`config.mk`:
```
export PLATFORM = sky130hd
export DESIGN_NAME = alu_seq_hs
export DESIGN_NICKNAME = d
export VERILOG_FILES = /design/src/rtl/alu_seq_hs.sv
export SDC_FILE = /design/constraint.sdc
export NUM_CORES = 1
export LEC_CHECK = 0
export CAP_MARGIN = 0
export CORE_MARGIN = 10
export CORE_UTILIZATION = 60
export DETAILED_ROUTE_END_ITERATION = 7
export GPL_TIMING_DRIVEN = 1
export PLACE_DENSITY = 0.81
export SYNTH_ARGS = -nofsm -noshare
export SYNTH_HDL_FRONTEND = slang
export SYNTH_SLANG_ARGS = --single-unit
```
`constraint.sdc`:
```
create_clock -name CLK -period 12.8 [get_ports CLK]
set_input_delay 1.92 -clock CLK [delete_from_list [all_inputs] [get_ports CLK]]
set_output_delay 1.92 -clock CLK [all_outputs]
set_load 0.02 [all_outputs]
```
`src/rtl/alu_seq_hs.sv`:
```
// alu_seq_hs: handshaked signed ALU with a 16-op opcode map.
// Every accepted op goes through one operand-capture stage. Results come out one cycle later.
// Division is the exception: it runs an iterative restoring divider.
// The divider and its BUSY state exist only when the macro ALU_DIV_EN is defined.
// Without ALU_DIV_EN, opcode 0011 completes at once as a divide error.
module alu_seq_hs #(
  parameter int DATA_WIDTH      = 16,
  parameter int ARITH_OUT_WIDTH = 2*DATA_WIDTH,
  parameter int LOGIC_OUT_WIDTH = DATA_WIDTH,
  parameter int CMP_OUT_WIDTH   = 2,
  parameter int SHIFT_OUT_WIDTH = DATA_WIDTH+1
) (
  input  logic                       CLK,
  input  logic                       RST,
  input  logic [DATA_WIDTH-1:0]      A,
  input  logic [DATA_WIDTH-1:0]      B,
  input  logic [3:0]                 ALU_FUNC,
  input  logic                       IN_VALID,
  output logic                       IN_READY,
  output logic                       OUT_VALID,
  output logic [ARITH_OUT_WIDTH-1:0] Arith_OUT,
  output logic [LOGIC_OUT_WIDTH-1:0] Logic_OUT,
  output logic [CMP_OUT_WIDTH-1:0]   CMP_OUT,
  output logic [SHIFT_OUT_WIDTH-1:0] SHIFT_OUT,
  output logic                       Arith_Flag,
  output logic                       Logic_Flag,
  output logic                       CMP_Flag,
  output logic                       SHIFT_Flag,
  output logic                       DIV_ERR
);

  localparam int DW = DATA_WIDTH;
  localparam int AW = ARITH_OUT_WIDTH;

  typedef enum logic {IDLE = 1'b0, BUSY = 1'b1} state_t;

  state_t state_reg, state_next;

  // Captured operands of the op being completed in the next cycle
  logic          pend_reg, pend_next;
  logic [DW-1:0] op_a_reg, op_a_next, op_b_reg, op_b_next;
  logic [3:0]    op_func_reg, op_func_next;

  // Result registers
  logic [AW-1:0]              arith_reg, arith_next;
  logic [LOGIC_OUT_WIDTH-1:0] logic_reg, logic_next;
  logic [CMP_OUT_WIDTH-1:0]   cmp_reg, cmp_next;
  logic [SHIFT_OUT_WIDTH-1:0] shift_reg, shift_next;
  logic arith_flag_reg, arith_flag_next, logic_flag_reg, logic_flag_next;
  logic cmp_flag_reg, cmp_flag_next, shift_flag_reg, shift_flag_next;
  logic div_err_reg, div_err_next, out_valid_reg, out_valid_next;

  // Single-cycle datapath. It is fed from the captured operands.
  // Add, sub and mul work at the full arithmetic width, so no result wraps.
  logic [AW-1:0]   a_ext, b_ext, sum_w, dif_w, prod_w;
  logic [DW:0]     sra_a, shl_a, sra_b, shl_b;
  logic            a_eq_b, a_gt_b, a_lt_b;

  assign a_ext  = {{(AW-DW){op_a_reg[DW-1]}}, op_a_reg};
  assign b_ext  = {{(AW-DW){op_b_reg[DW-1]}}, op_b_reg};
  assign sum_w  = a_ext + b_ext;
  assign dif_w  = a_ext - b_ext;
  assign prod_w = a_ext * b_ext;
  assign sra_a  = {op_a_reg[DW-1], op_a_reg[DW-1], op_a_reg[DW-1:1]};
  assign shl_a  = {op_a_reg, 1'b0};
  assign sra_b  = {op_b_reg[DW-1], op_b_reg[DW-1], op_b_reg[DW-1:1]};
  assign shl_b  = {op_b_reg, 1'b0};
  assign a_eq_b = (op_a_reg == op_b_reg);
  assign a_gt_b = ($signed(op_a_reg) > $signed(op_b_reg));
  assign a_lt_b = ($signed(op_a_reg) < $signed(op_b_reg));

`ifdef ALU_DIV_EN
  localparam int CW = $clog2(DATA_WIDTH+1);

  // Restoring divider state.
  // quo_reg first holds |A|. It then collects the quotient bits, MSB first.
  logic [DW-1:0] rem_reg, rem_next, quo_reg, quo_next, dvsr_reg, dvsr_next;
  logic          neg_reg, neg_next;
  logic [CW-1:0] cnt_reg, cnt_next;
  logic [DW-1:0] a_mag, b_mag;
  logic [DW:0]   rem_shift, trial;
  logic [AW-1:0] q_ext, div_q;

  assign a_mag     = A[DW-1] ? -A : A;
  assign b_mag     = B[DW-1] ? -B : B;
  assign rem_shift = {rem_reg, quo_reg[DW-1]};
  assign trial     = rem_shift - {1'b0, dvsr_reg};
  // The quotient magnitude is at most 2^(DW-1). Negating it at full width gives the no-wrap result.
  assign q_ext     = {{(AW-DW){1'b0}}, quo_reg};
  assign div_q     = neg_reg ? -q_ext : q_ext;
`endif

  // Next-state logic: complete the captured op, accept new ops, step the divider
  always_comb begin
    state_next      = state_reg;
    pend_next       = 1'b0;
    op_a_next       = op_a_reg;
    op_b_next       = op_b_reg;
    op_func_next    = op_func_reg;
    arith_next      = arith_reg;
    logic_next      = logic_reg;
    cmp_next        = cmp_reg;
    shift_next      = shift_reg;
    arith_flag_next = arith_flag_reg;
    logic_flag_next = logic_flag_reg;
    cmp_flag_next   = cmp_flag_reg;
    shift_flag_next = shift_flag_reg;
    div_err_next    = div_err_reg;
    out_valid_next  = 1'b0;
`ifdef ALU_DIV_EN
    rem_next  = rem_reg;
    quo_next  = quo_reg;
    dvsr_next = dvsr_reg;
    neg_next  = neg_reg;
    cnt_next  = cnt_reg;
`endif

    if (pend_reg) begin
      out_valid_next  = 1'b1;
      arith_flag_next = 1'b0;
      logic_flag_next = 1'b0;
      cmp_flag_next   = 1'b0;
      shift_flag_next = 1'b0;
      div_err_next    = 1'b0;
      case (op_func_reg[3:2])
        2'b00: begin
          arith_flag_next = 1'b1;
          case (op_func_reg[1:0])
            2'b00:   arith_next = sum_w;
            2'b01:   arith_next = dif_w;
            2'b10:   arith_next = prod_w;
            // A divide only reaches this path when it is a divide error (B==0, or no divider)
            default: begin
              arith_next   = '0;
              div_err_next = 1'b1;
            end
          endcase
        end
        2'b01: begin
          logic_flag_next = 1'b1;
          case (op_func_reg[1:0])
            2'b00:   logic_next = LOGIC_OUT_WIDTH'(op_a_reg & op_b_reg);
            2'b01:   logic_next = LOGIC_OUT_WIDTH'(op_a_reg | op_b_reg);
            2'b10:   logic_next = LOGIC_OUT_WIDTH'(~(op_a_reg & op_b_reg));
            default: logic_next = LOGIC_OUT_WIDTH'(~(op_a_reg | op_b_reg));
          endcase
        end
        2'b10: begin
          cmp_flag_next = 1'b1;
          case (op_func_reg[1:0])
            2'b00:   cmp_next = '0;
            2'b01:   cmp_next = a_eq_b ? CMP_OUT_WIDTH'(2'b01) : '0;
            2'b10:   cmp_next = a_gt_b ? CMP_OUT_WIDTH'(2'b10) : '0;
            default: cmp_next = a_lt_b ? CMP_OUT_WIDTH'(2'b11) : '0;
          endcase
        end
        default: begin
          shift_flag_next = 1'b1;
          case (op_func_reg[1:0])
            2'b00:   shift_next = SHIFT_OUT_WIDTH'(sra_a);
            2'b01:   shift_next = SHIFT_OUT_WIDTH'(shl_a);
            2'b10:   shift_next = SHIFT_OUT_WIDTH'(sra_b);
            default: shift_next = SHIFT_OUT_WIDTH'(shl_b);
          endcase
        end
      endcase
    end

    case (state_reg)
      IDLE: begin
        if (IN_VALID) begin
`ifdef ALU_DIV_EN
          if (ALU_FUNC == 4'b0011 && B != '0) begin
            state_next = BUSY;
            rem_next   = '0;
            quo_next   = a_mag;
            dvsr_next  = b_mag;
            neg_next   = A[DW-1] ^ B[DW-1];
            cnt_next   = '0;
          end else
`endif
          begin
            pend_next    = 1'b1;
            op_a_next    = A;
            op_b_next    = B;
            op_func_next = ALU_FUNC;
          end
        end
      end
      BUSY: begin
`ifdef ALU_DIV_EN
        if (cnt_reg == CW'(DW)) begin
          state_next      = IDLE;
          out_valid_next  = 1'b1;
          arith_next      = div_q;
          arith_flag_next = 1'b1;
          logic_flag_next = 1'b0;
          cmp_flag_next   = 1'b0;
          shift_flag_next = 1'b0;
          div_err_next    = 1'b0;
        end else begin
          rem_next = trial[DW] ? rem_shift[DW-1:0] : trial[DW-1:0];
          quo_next = {quo_reg[DW-2:0], ~trial[DW]};
          cnt_next = cnt_reg + CW'(1);
        end
`else
        state_next = IDLE;
`endif
      end
      default: state_next = IDLE;
    endcase
  end

  // State and result registers. Reset aborts any division in flight.
  always_ff @(posedge CLK or negedge RST) begin
    if (!RST) begin
      state_reg      <= IDLE;
      pend_reg       <= 1'b0;
      op_a_reg       <= '0;
      op_b_reg       <= '0;
      op_func_reg    <= '0;
      arith_reg      <= '0;
      logic_reg      <= '0;
      cmp_reg        <= '0;
      shift_reg      <= '0;
      arith_flag_reg <= 1'b0;
      logic_flag_reg <= 1'b0;
      cmp_flag_reg   <= 1'b0;
      shift_flag_reg <= 1'b0;
      div_err_reg    <= 1'b0;
      out_valid_reg  <= 1'b0;
`ifdef ALU_DIV_EN
      rem_reg  <= '0;
      quo_reg  <= '0;
      dvsr_reg <= '0;
      neg_reg  <= 1'b0;
      cnt_reg  <= '0;
`endif
    end else begin
      state_reg      <= state_next;
      pend_reg       <= pend_next;
      op_a_reg       <= op_a_next;
      op_b_reg       <= op_b_next;
      op_func_reg    <= op_func_next;
      arith_reg      <= arith_next;
      logic_reg      <= logic_next;
      cmp_reg        <= cmp_next;
      shift_reg      <= shift_next;
      arith_flag_reg <= arith_flag_next;
      logic_flag_reg <= logic_flag_next;
      cmp_flag_reg   <= cmp_flag_next;
      shift_flag_reg <= shift_flag_next;
      div_err_reg    <= div_err_next;
      out_valid_reg  <= out_valid_next;
`ifdef ALU_DIV_EN
      rem_reg  <= rem_next;
      quo_reg  <= quo_next;
      dvsr_reg <= dvsr_next;
      neg_reg  <= neg_next;
      cnt_reg  <= cnt_next;
`endif
    end
  end

  assign IN_READY   = (state_reg == IDLE);
  assign OUT_VALID  = out_valid_reg;
  assign Arith_OUT  = arith_reg;
  assign Logic_OUT  = logic_reg;
  assign CMP_OUT    = cmp_reg;
  assign SHIFT_OUT  = shift_reg;
  assign Arith_Flag = arith_flag_reg;
  assign Logic_Flag = logic_flag_reg;
  assign CMP_Flag   = cmp_flag_reg;
  assign SHIFT_Flag = shift_flag_reg;
  assign DIV_ERR    = div_err_reg;

endmodule
```
# --- Word level (Yosys, flattened, before mapping) ---
# Cells that the tools add are included.
op_classes:
  n_bitwise: 5
  n_reduce_logical: 8
  magnitude_cmp: 2
  mux: 15
  multipliers: 1
  addsub: 2
  n_eq_ne: 5
ops:
  columns: ["operator", "count"]
  rows:
  - ["case mux 32 bit (3 select lines)", 1]
  - ["case mux 17 bit (3 select lines)", 1]
  - ["case mux 16 bit (3 select lines)", 1]
  - ["multiplier 16 x 16 -> 32 bit", 1]
  - ["NOT 16 bit", 2]
  - ["adder 16 x 16 -> 17 bit", 1]
  - ["subtractor 16 x 16 -> 17 bit", 1]
  - ["bitwise AND 16 bit", 1]
  - ["equality test 16 bit", 1]
  - ["> comparator 16 bit", 1]
  - ["< comparator 16 bit", 1]
  - ["bitwise OR 16 bit", 1]
  - ["two-way mux 1 bit", 9]
  - ["AND reduction 2 bit", 4]
  - ["case mux 2 bit (3 select lines)", 1]
  - ["OR reduction 3 bit", 2]
  - ["equality test 2 x 1 -> 1 bit (second input constant)", 2]
  - ["equality test 2 bit (second input constant)", 2]
  - ["zero test 2 bit", 2]
  - ["two-way mux 2 bit", 2]
  - ["NOT 1 bit", 1]
totals:
  elab_cells: 52
  inputBits: 39
  ff_bits: 110

# --- Longest topological paths before layout ---
depth:
  ltp_word: 4
  depth_mapped: 25
  depth_no_buf: 24

# --- Worst setup path before layout ---
# Ideal clock, no wire load.
synth_timing:
  kind: "register to register"
  startpoint: "register op_b_reg[3]"
  endpoint: "register arith_reg[31], in the netlist Arith_OUT[31]"
  required_ns: 12.674
  t_arrival_ns: 6.568
  path_stages_with_launch: 23
  setup_slack_ns: 6.106
  n_path_buf: 2
  setup_ns: 0.126
  synth_period_minus_slack_ns: 6.694
  cell_sequence: "dfrtp_1 > clkbuf_1 > inv_1 > clkbuf_1 > nor2_1 > fa_1 > fa_1 > fa_1 > fa_1 > fa_1 > inv_1 > fa_1 > inv_1 > ha_1 > nand4_1 > or2_2 > nor3_1 > a211oi_2 > o41ai_1 > a21o_1 > a21oi_2 > xnor2_1 > a221o_1"
synth_between:
  elab_chain_cells: 2
  word_cells_on_any_way: 4
synth_rtl:
  columns: ["element", "line", "source"]
  rows:
  - ["start, declared", "41", "logic [DW-1:0] op_a_reg, op_a_next, op_b_reg, op_b_next;"]
  - ["start signal, assigned", "243", "op_b_reg <= op_b_next;"]
  - ["multiplier 16 x 16 -> 32 bit (tied with other cells)", "63", "assign prod_w = a_ext * b_ext;"]
  - ["case mux 32 bit (3 select lines) (*)", "128", "case (op_func_reg[1:0])"]
  - ["end signal, assigned", "245", "arith_reg <= arith_next;"]
  - ["end, declared", "45", "logic [AW-1:0] arith_reg, arith_next;"]
# Every way passes the cells marked *; elsewhere a longest branch is shown, timed or not.
# A chain may end at the register's enable or synchronous reset.

# --- Final worst setup path ---
layout_timing:
  startpoint: "register op_a_reg[15]"
  endpoint: "register arith_reg[31], in the netlist Arith_OUT[31]"
layout_between:
  elab_chain_cells: 2
  word_cells_on_any_way: 4
layout_rtl:
  columns: ["element", "line", "source"]
  rows:
  - ["start, declared", "41", null]
  - ["start signal, assigned", "242", "op_a_reg <= op_a_next;"]
  - ["multiplier 16 x 16 -> 32 bit (tied with other cells)", "63", null]
  - ["case mux 32 bit (3 select lines) (*)", "128", null]
# Marked as above.

==> flow_summary.ini <==
[run_status]
status = finished clean

[layout]
drive_gt1_share_pct = 3.30
largest_register_ffs = 32
num-fill-cells = 2105
n_antenna_cell = 0
multiInputGateArea_sq_um = 11500
final_nets = 2250
area_growth_pct = 10.1
register_area_sq_um = 2750
final_common_cell = inv_1
final_cell_mix = inv_1, fa_1, nand2_1, nor2_1, ha_1

[detailed_routing]
ant_nets = 0
drtPass1Iterations = 5
drtIter0Drc = 1115
dr_total_vias = 12816
wl_microns = 48800
vias_per_cell = 5.95
drcViolationCount = 0
wire_per_inst_microns = 22.6

[floorplan]
dieArea_sq_um = 33400
die_h_microns = 183
core-area_sq_um = 26100
start_util_pct = 61.0
chipWidth_microns = 183
std_cell_rows = 59
num_io_pins = 113

[clock_network]
htreeDepth = 3
numClockSinks = 110
cts_made_buffers = 9
postCtsSetupRepairBufs = 0
clk_pin_slew_ns = 0.10
cts_tree = built
cts_buffer_depth = 2
cts_hold_buffers = 0
cts_root_buffer = clkbuf_16
clk_latency_ns = 0.38
cts_resized = 0

[synth]
ys_top_cells_by_area = fa_1, dfrtp_1, ha_1
synth_area_sq_um = 15900
ys_seq_area_share_pct = 17.3
postSynthCellCount = 1767
syn_area_per_cell_sq_um = 9.00
synth_cell_types = 61
synth-async-reset-ratio_pct = 100
yosysWarnings = 0
syn_nets = 2202
netlist.area_leader.share_pct = 33.2
yosys.area.top_type = fa_1
synth_edf_count = 0
synthFlopType = dfrtp_1
synth_seq_cells = 110

[setup_path]
path_max_fanout = 18
setup.worst_path.start_class = register
required_ns = 13.07
critPathKind = reg -> reg
cp_slowest_cell = fa_1
max_stage_delay_ns = 0.88
critical_path.startpoint = op_a_reg[15]
path_cells = inv_1 > nor2_1 > fa_1 > fa_1 > fa_1 > fa_1 > fa_1 > inv_1 > fa_1 > inv_1 > ha_1 > nand4_1 > or2_2 > nor3_1 > a211oi_2 > o41ai_1 > a21o_1 > a21oi_2 > xnor2_1 > a221o_1
end_kind = register
cpMostUsedCell = fa_1
r2r-start = op_a_reg[15]
crit_arrival_ns = 7.83

[run]
drv_cap = 0

[sta]
setup_tns_ns = 0
setup_violations = 0
grt_setup_unrepaired = false
finalHoldViolations = 0
worst_slew_pin_slew_ns = 1.01
fin_crit_ns = 7.56
report.final.slew_viol_count = 0
fin_skew_ns = 0.0162
fmax_mhz = 132
fin_crit_sh_pct = 59.1
relSlewSlack_pct = 32.5

[global_routing]
grt_use_met1_pct = 38.0
grt_pass1_vias = 13505
grt_util_met2_pct = 48.9
use_met3_pct = 6.83
gr-total-overflow = 0
grt_max_degree = 72
grt_pass1_wl_microns = 77500
busiest_layer = met2
antenna_found_initial = 0
grt_util_all_layers_pct = 29.7

[worst_hold_path]
hp-start = SHIFT_OUT[3]
hp-class = reg -> reg

[placement]
numPortBuffers = 111
place_hpwl_microns = 38900
place.gp.congestion = 0.994
## per-layer routing
layer	up-vias	routed length (microns)
li1	5618	-
met1	6449	18700
met2	620	23600
met3	129	4510
met4	0	2020
met5	-	0
## stage by stage
step	std cells	setup slack, ns	util (%)	instance area [sq um]	hold slack (ns)
2_1_floorplan	1767	6.11	-	15900	0.352
3_3_place_gp	2139	5.44	66.0	17200	0.461
3_5_place_dp	2139	5.31	66.0	17200	0.469
4_1_cts	2155	5.26	67.2	17500	0.491
5_1_grt	2155	4.88	67.2	17500	0.513
6_report	2155	5.24	67.2	17500	0.486
## synth_stat cells (all sizes together) (7+ instances only)
library cell / n
a21o: 11
a21oi: 57
a221o: 12
a22oi: 7
buf: 13
clkbuf: 74
clkinv: 7
dfrtp: 110
fa: 264
ha: 132
inv: 341
mux4: 15
nand2: 228
nand2b: 10
nand3: 9
nor2: 166
nor3: 11
o211ai: 9
o21a: 7
o21ai: 124
o21bai: 8
xnor2: 49
xor2: 11
## final timing paths
kind	slack, ns	cells past startpoint	end
max in group asynchronous	9.93	2	op_func_reg[0]
worst min register to register	0.49	2	SHIFT_OUT[3]
worst max-delay path	5.24	20	Arith_OUT[31]
worst max register to register	5.24	20	Arith_OUT[31]
worst min-delay path	0.49	2	SHIFT_OUT[3]
min in group asynchronous	1.59	1	SHIFT_OUT[3]
## worst max-delay path: cells and delay by family, from the launching register on
family / cells / cell delay (ns)
xor+xnor: 1 / 0.12
compound gates: 5 / 1.32
buf+inv: 3 / 0.46
fa+ha+maj: 7 / 3.85
flops: 1 / 0.78
simple gates: 4 / 0.92
## final cells by class
cell class | count | share of cell area [%]
Timing Repair Buffer | 124 | 6.86
Clock inverter | 7 | 0.522
Inverter | 348 | 7.46
Clock buffer | 9 | 1.29
Sequential cell | 110 | 15.7
Multi-Input combinational cell | 1222 | 65.7
Tap cell | 335 | 2.39
## cell families after synthesis
logic type                 synth area share (%)
and+or+nand+nor                            11.7
AOI/OAI and AO/OA                          11.1
adders and majority gates                  43.6
DFF                                        17.3
buffers and inverters                      10.3
muxes                                      2.58
other                                    0.0236
xor gates and xnor gates                   3.31
Power is left out: the tool's default activity adds up to more than one toggle a clock period on the data nets, which glitch-free logic cannot reach.
==> patch 1, RTL diff (config.mk and constraints unchanged) <==
The option `ALU_DIV_EN` is turned on by a define.
--- a/src/rtl/alu_seq_hs.sv
+++ b/src/rtl/alu_seq_hs.sv
@@ -4,4 +4,6 @@
 // The divider and its BUSY state exist only when the macro ALU_DIV_EN is defined.
 // Without ALU_DIV_EN, opcode 0011 completes at once as a divide error.
+`define ALU_DIV_EN
+
 module alu_seq_hs #(
   parameter int DATA_WIDTH      = 16,
Check against the original RTL: not equivalent (a bounded check fails within 4 cycles, from zero or initial values and one cycle with RST low).
==> patch 1 against the original RTL <==
  * Area after synthesis up 30%
  * Final cell count up 32%
  * Critical endpoint is now Arith_OUT[27]
  * Final area up 29%
  * Routed wire length up 39%
  * Critical path type unchanged
  * Sequential cell count up 55
  * Global-route usage up 2.9 points
  * Via count up 37%
  * Setup slack worse by 0.38 ns
Power is left out: the tool's default activity adds up to more than one toggle a clock period on the data nets, which glitch-free logic cannot reach.
==> patch 1: results <==
metrics = {
    "cells_and_area": {
        "drive_above_1_share_pct": 3.950,
        "nets": 2849,
        "largest_reg_flops": 32,
        "fill_cells": 2762,
    },
    "hold_path": {
        "hold_path_depth": 2,
        "min_path_type": "flop to flop",
        "min_from": "Logic_OUT[0]",
        "hold_end": "Logic_OUT[0]",
    },
    "run_status": {
        "status": "completed",
    },
    "global_routing": {
        "grt_pass1_wl_um": 105800,
        "grt_pass1_vias": 18140,
        "grt_max_degree": 95,
        "track_usage_pct": 32.65,
        "grt_antenna_before_repair": 3,
    },
    "synthesis": {
        "synth_cell_type_count": 87,
        "netlist_top_cells_area": "fa_1 26%, dfrtp_1 20%, ha_1 9.3%, inv_1 6.7%, nand2_1 5.7%",
        "synthFlopType": "dfrtp_1",
        "synth_common_cells": "370 x inv_1, 315 x nand2_1, 265 x fa_1, 215 x nor2_1, 174 x o21ai_0",
        "async_flop_share_pct": 100.0,
        "synth-seq-area-share_pct": 20.03,
        "yosysWarningCount": 0,
    },
    "worst_setup_path": {
        "worst_r2r_path_depth": 22,
        "crit_fanout": 12,
        "arrival_ns": 8.29,
        "rr_endpoint": "Arith_OUT[27]",
        "rr_startpoint": "op_a_reg[10]",
    },
    "placed_design": {
        "routabilityCongestion": 1.045,
        "portBuffers": 112,
        "dp_hpwl_um": 52640,
        "place_ws_ns": 5.108,
    },
    "timing": {
        "skew_ns": 0.01522,
        "finalCriticalPeriod_ns": 7.945,
        "slew_headroom_pct": 22.80,
    },
    "routing": {
        "vias_per_cell": 6.161,
        "drt_iter0_markers": 1482,
        "firstDrtPassIters": 6,
        "totalWireLength_um": 67570,
    },
    "clocking": {
        "cts_resized": 0,
        "cts_made_buffers": 17,
        "cts_buffer_depth": 2,
        "clk_latency_ns": 0.44,
        "clk_pin_slew_worst_paths_ns": 0.07,
        "htreeDepth": 4,
        "cts_root_buffer": "clkbuf_16",
        "postCtsSetupBuffers": 0,
    },
}
==> patch 1: changes by cell type in the layout (fill, tap and decap cells not counted), sizes merged, moves of 16 or more <==
cell,unedited run,this run
nand3,9,28
o21ai,124,179
xor2,11,43
mux2i,5,36
a21oi,57,94
o31ai,6,22
inv,345,378
nor2,166,217
ha,132,153
nor3,11,27
dfrtp,110,165
nand2,228,316
xnor2,49,69
==> patch 1: layout make-up <==
type                    instances  share of cell area [%]
diodes                          1                 0.01108
clock buffers                  19                   1.961
clock inverters                13                  0.7369
inverters                     380                   6.316
multi-input cells            1699                   64.67
flip-flops and latches        165                   18.29
well taps                     448                   2.482
repair buffers                129                   5.535
==> patch 1: layer usage <==
layer	up-vias	GRT usage, %	share of wire, %
met4	4	14.99	4.9
met3	197	6.416	9.6
li1	7685	-	-
met5	-	0	0.041
met1	8688	42.70	39
met2	1010	51.69	47
==> patch 1: critical path: stages (launching register included) <==
cell and delay (ns):
dfrtp_1 0.81, clkinv_1 0.75, nor2_1 0.36, fa_1 0.43, inv_1 0.09, fa_1 0.45
fa_1 0.52, inv_1 0.06, fa_1 0.49, fa_1 0.49, inv_1 0.05, fa_1 0.47
inv_1 0.04, ha_1 0.46, o21ai_0 0.16, a21oi_1 0.16, o32ai_1 0.10, a21oi_1 0.56
a2111oi_0 0.22, nor3_1 0.62, a31oi_1 0.20, xor2_1 0.19, o31ai_1 0.19
==> patch 1: cell families (layout without fill, tap and decap cells) <==
kind of cell	Yosys count	count (layout)	share of synthesized area, %
and+or+nand+nor	672	672	14.04
buffers and inverters	491	541	9.225
AOI/OAI and AO/OA	442	442	13.33
adders and majority gates	418	418	35.02
DFF	165	165	20.03
xor gates and xnor gates	112	112	4.758
muxes	55	55	3.605
other	0	1	0
==> patch 1: how the worst max path moves through the flow <==
stage               depth (start not counted)            end    startpoint
detailed placement                         22  Arith_OUT[31]  op_a_reg[10]
global route                               22  Arith_OUT[27]  op_a_reg[10]
CTS                                        22  Arith_OUT[31]  op_a_reg[10]
global placement                           22  Arith_OUT[28]  op_a_reg[13]
floorplan                                  23  Arith_OUT[28]   op_b_reg[3]
finish                                     22  Arith_OUT[27]  op_a_reg[10]
==> patch 1: metrics by stage <==
step	util, %	cell area [µm²]	std cells	hold slack [ns]
floorplan	-	20620	2355	0.4623
global placement	65.20	21970	2821	0.4602
detailed placement	65.20	21970	2821	0.4691
CTS	67.00	22580	2853	0.4846
global route	67.00	22580	2853	0.5035
finish	67.01	22580	2854	0.4769
==> patch 2, RTL diff (same settings) <==
Made on the original files. Put one more register stage on the output `SHIFT_Flag`, with the module's reset. The value now appears one clock later. The other outputs are not delayed to match.
--- a/src/rtl/alu_seq_hs.sv
+++ b/src/rtl/alu_seq_hs.sv
@@ -272,5 +272,11 @@
   assign Logic_Flag = logic_flag_reg;
   assign CMP_Flag   = cmp_flag_reg;
-  assign SHIFT_Flag = shift_flag_reg;
+  always_ff @(posedge CLK or negedge RST) begin
+    if (!RST) begin
+      SHIFT_Flag <= '0;
+    end else begin
+      SHIFT_Flag <= shift_flag_reg;
+    end
+  end
   assign DIV_ERR    = div_err_reg;
 
Function: changed (a bounded check fails within 4 cycles, from zero or initial values and one cycle with RST low).
==> patch 2 against the original RTL <==
  * Setup slack better by 0.40 ns
  * Utilization down 0.40 points
  * Clock skew up 0.0010 ns
  * Final area up 2.8%
  * Sequential cell count up 1
  * Non-clock buffer count down 5
  * Routed wire length up 7.0%
  * Area after synthesis up 3.5%
  * Final cell count up 3.6%
  * Via count up 6.6%
Power is left out: the tool's default activity adds up to more than one toggle a clock period on the data nets, which glitch-free logic cannot reach.
==> patch 2: results <==
metrics = {
    "worst_setup_path": {
        "arrival_ns": 7.44,
        "worst_r2r_path_depth": 19,
        "cpPeakStageDelay_ns": 0.92,
        "crit_fanout": 11,
        "rr_endpoint": "Arith_OUT[28]",
        "rr_startpoint": "op_b_reg[3]",
    },
    "cells_and_area": {
        "drive_above_1_share_pct": 3.805,
        "fill_cells": 2188,
        "nets": 2322,
        "stdcell_count": 2233,
        "largest_reg_flops": 32,
    },
    "synthesis": {
        "yosysWarningCount": 0,
        "synth_compound_area_share_pct": 11.36,
        "synth-xor-area-share_pct": 2.981,
        "syn-instance-count": 1844,
        "synth_common_cells": "342 x inv_1, 264 x fa_1, 222 x nand2_1, 184 x nor2_1, 132 x ha_1",
        "async_flop_share_pct": 100.0,
        "synth-seq-area-share_pct": 16.88,
        "synth-adder-area-share_pct": 42.17,
        "synth_mux_area_share_pct": 3.567,
        "synth_cell_type_count": 77,
        "synthFlopType": "dfrtp_1",
        "netlist_top_cells_area": "fa_1 32%, dfrtp_1 17%, ha_1 10%, inv_1 7.8%, nand2_1 5.1%",
    },
    "routing": {
        "totalWireLength_um": 52180,
        "met2_length_um": 24670,
        "met1_length_um": 18750,
        "route.met3.wl_um": 5079,
        "firstDrtPassIters": 7,
        "vias": 13660,
        "dr.max_layer_used": "met5",
        "drt_iter0_markers": 1667,
    },
    "hold_path": {
        "hold_end": "SHIFT_Flag",
        "hold_path_depth": 0,
        "min_from": "shift_flag_reg",
        "min_path_type": "flop to flop",
    },
    "timing": {
        "whs_ns": 0.3951,
        "tightest_slew_ns": 1.023,
        "setup_viol": 0,
        "skew_ns": 0.01728,
    },
    "global_routing": {
        "grt_pass1_wl_um": 82650,
        "grt_antenna_before_repair": 1,
        "grt.met1_usage_pct": 39.15,
        "use_met2_pct": 50.55,
        "gr-usage-met3_pct": 5.440,
        "grt_max_degree": 81,
        "track_usage_pct": 31.55,
    },
    "placed_design": {
        "routabilityCongestion": 1.057,
        "place_ws_ns": 5.764,
        "portBuffers": 111,
        "placed_area_um2": 17700,
        "placed_cells": 2217,
        "dp_hpwl_um": 41400,
    },
    "clocking": {
        "postCtsSetupBuffers": 0,
        "cts_root_buffer": "clkbuf_16",
        "cts_buffer_depth": 2,
    },
    "run_status": {
        "status": "completed",
    },
}
==> patch 2: cell types whose count changed in the layout (fill, tap and decap cells not counted), moves of 7 or more <==
cell,before,now
nand3_1,9,20
o21ai_0,120,110
a31oi_1,6,13
mux2_2,2,15
nor2_1,166,183
o21a_1,7,16
nor3_1,11,23
==> patch 2: cell type report <==
cell class	instances	area, µm²	area share [%]
multi-input combinational	1291	12000	66.67
sequential	111	2783	15.46
inverter	355	1333	7.405
timing repair buffer	119	1164	6.466
tap	341	426.7	2.371
clock buffer	10	229.0	1.272
clock inverter	6	62.56	0.3477
==> patch 2: worst max path at each step <==
stage / endpoint / slack (ns) / depth (start not counted)
finish: Arith_OUT[28] / 5.64 / 19
global route: Arith_OUT[27] / 5.23 / 19
CTS: Arith_OUT[28] / 5.73 / 19
detailed placement: Arith_OUT[28] / 5.76 / 19
global placement: Arith_OUT[31] / 5.90 / 19
floorplan: Arith_OUT[27] / 6.20 / 22
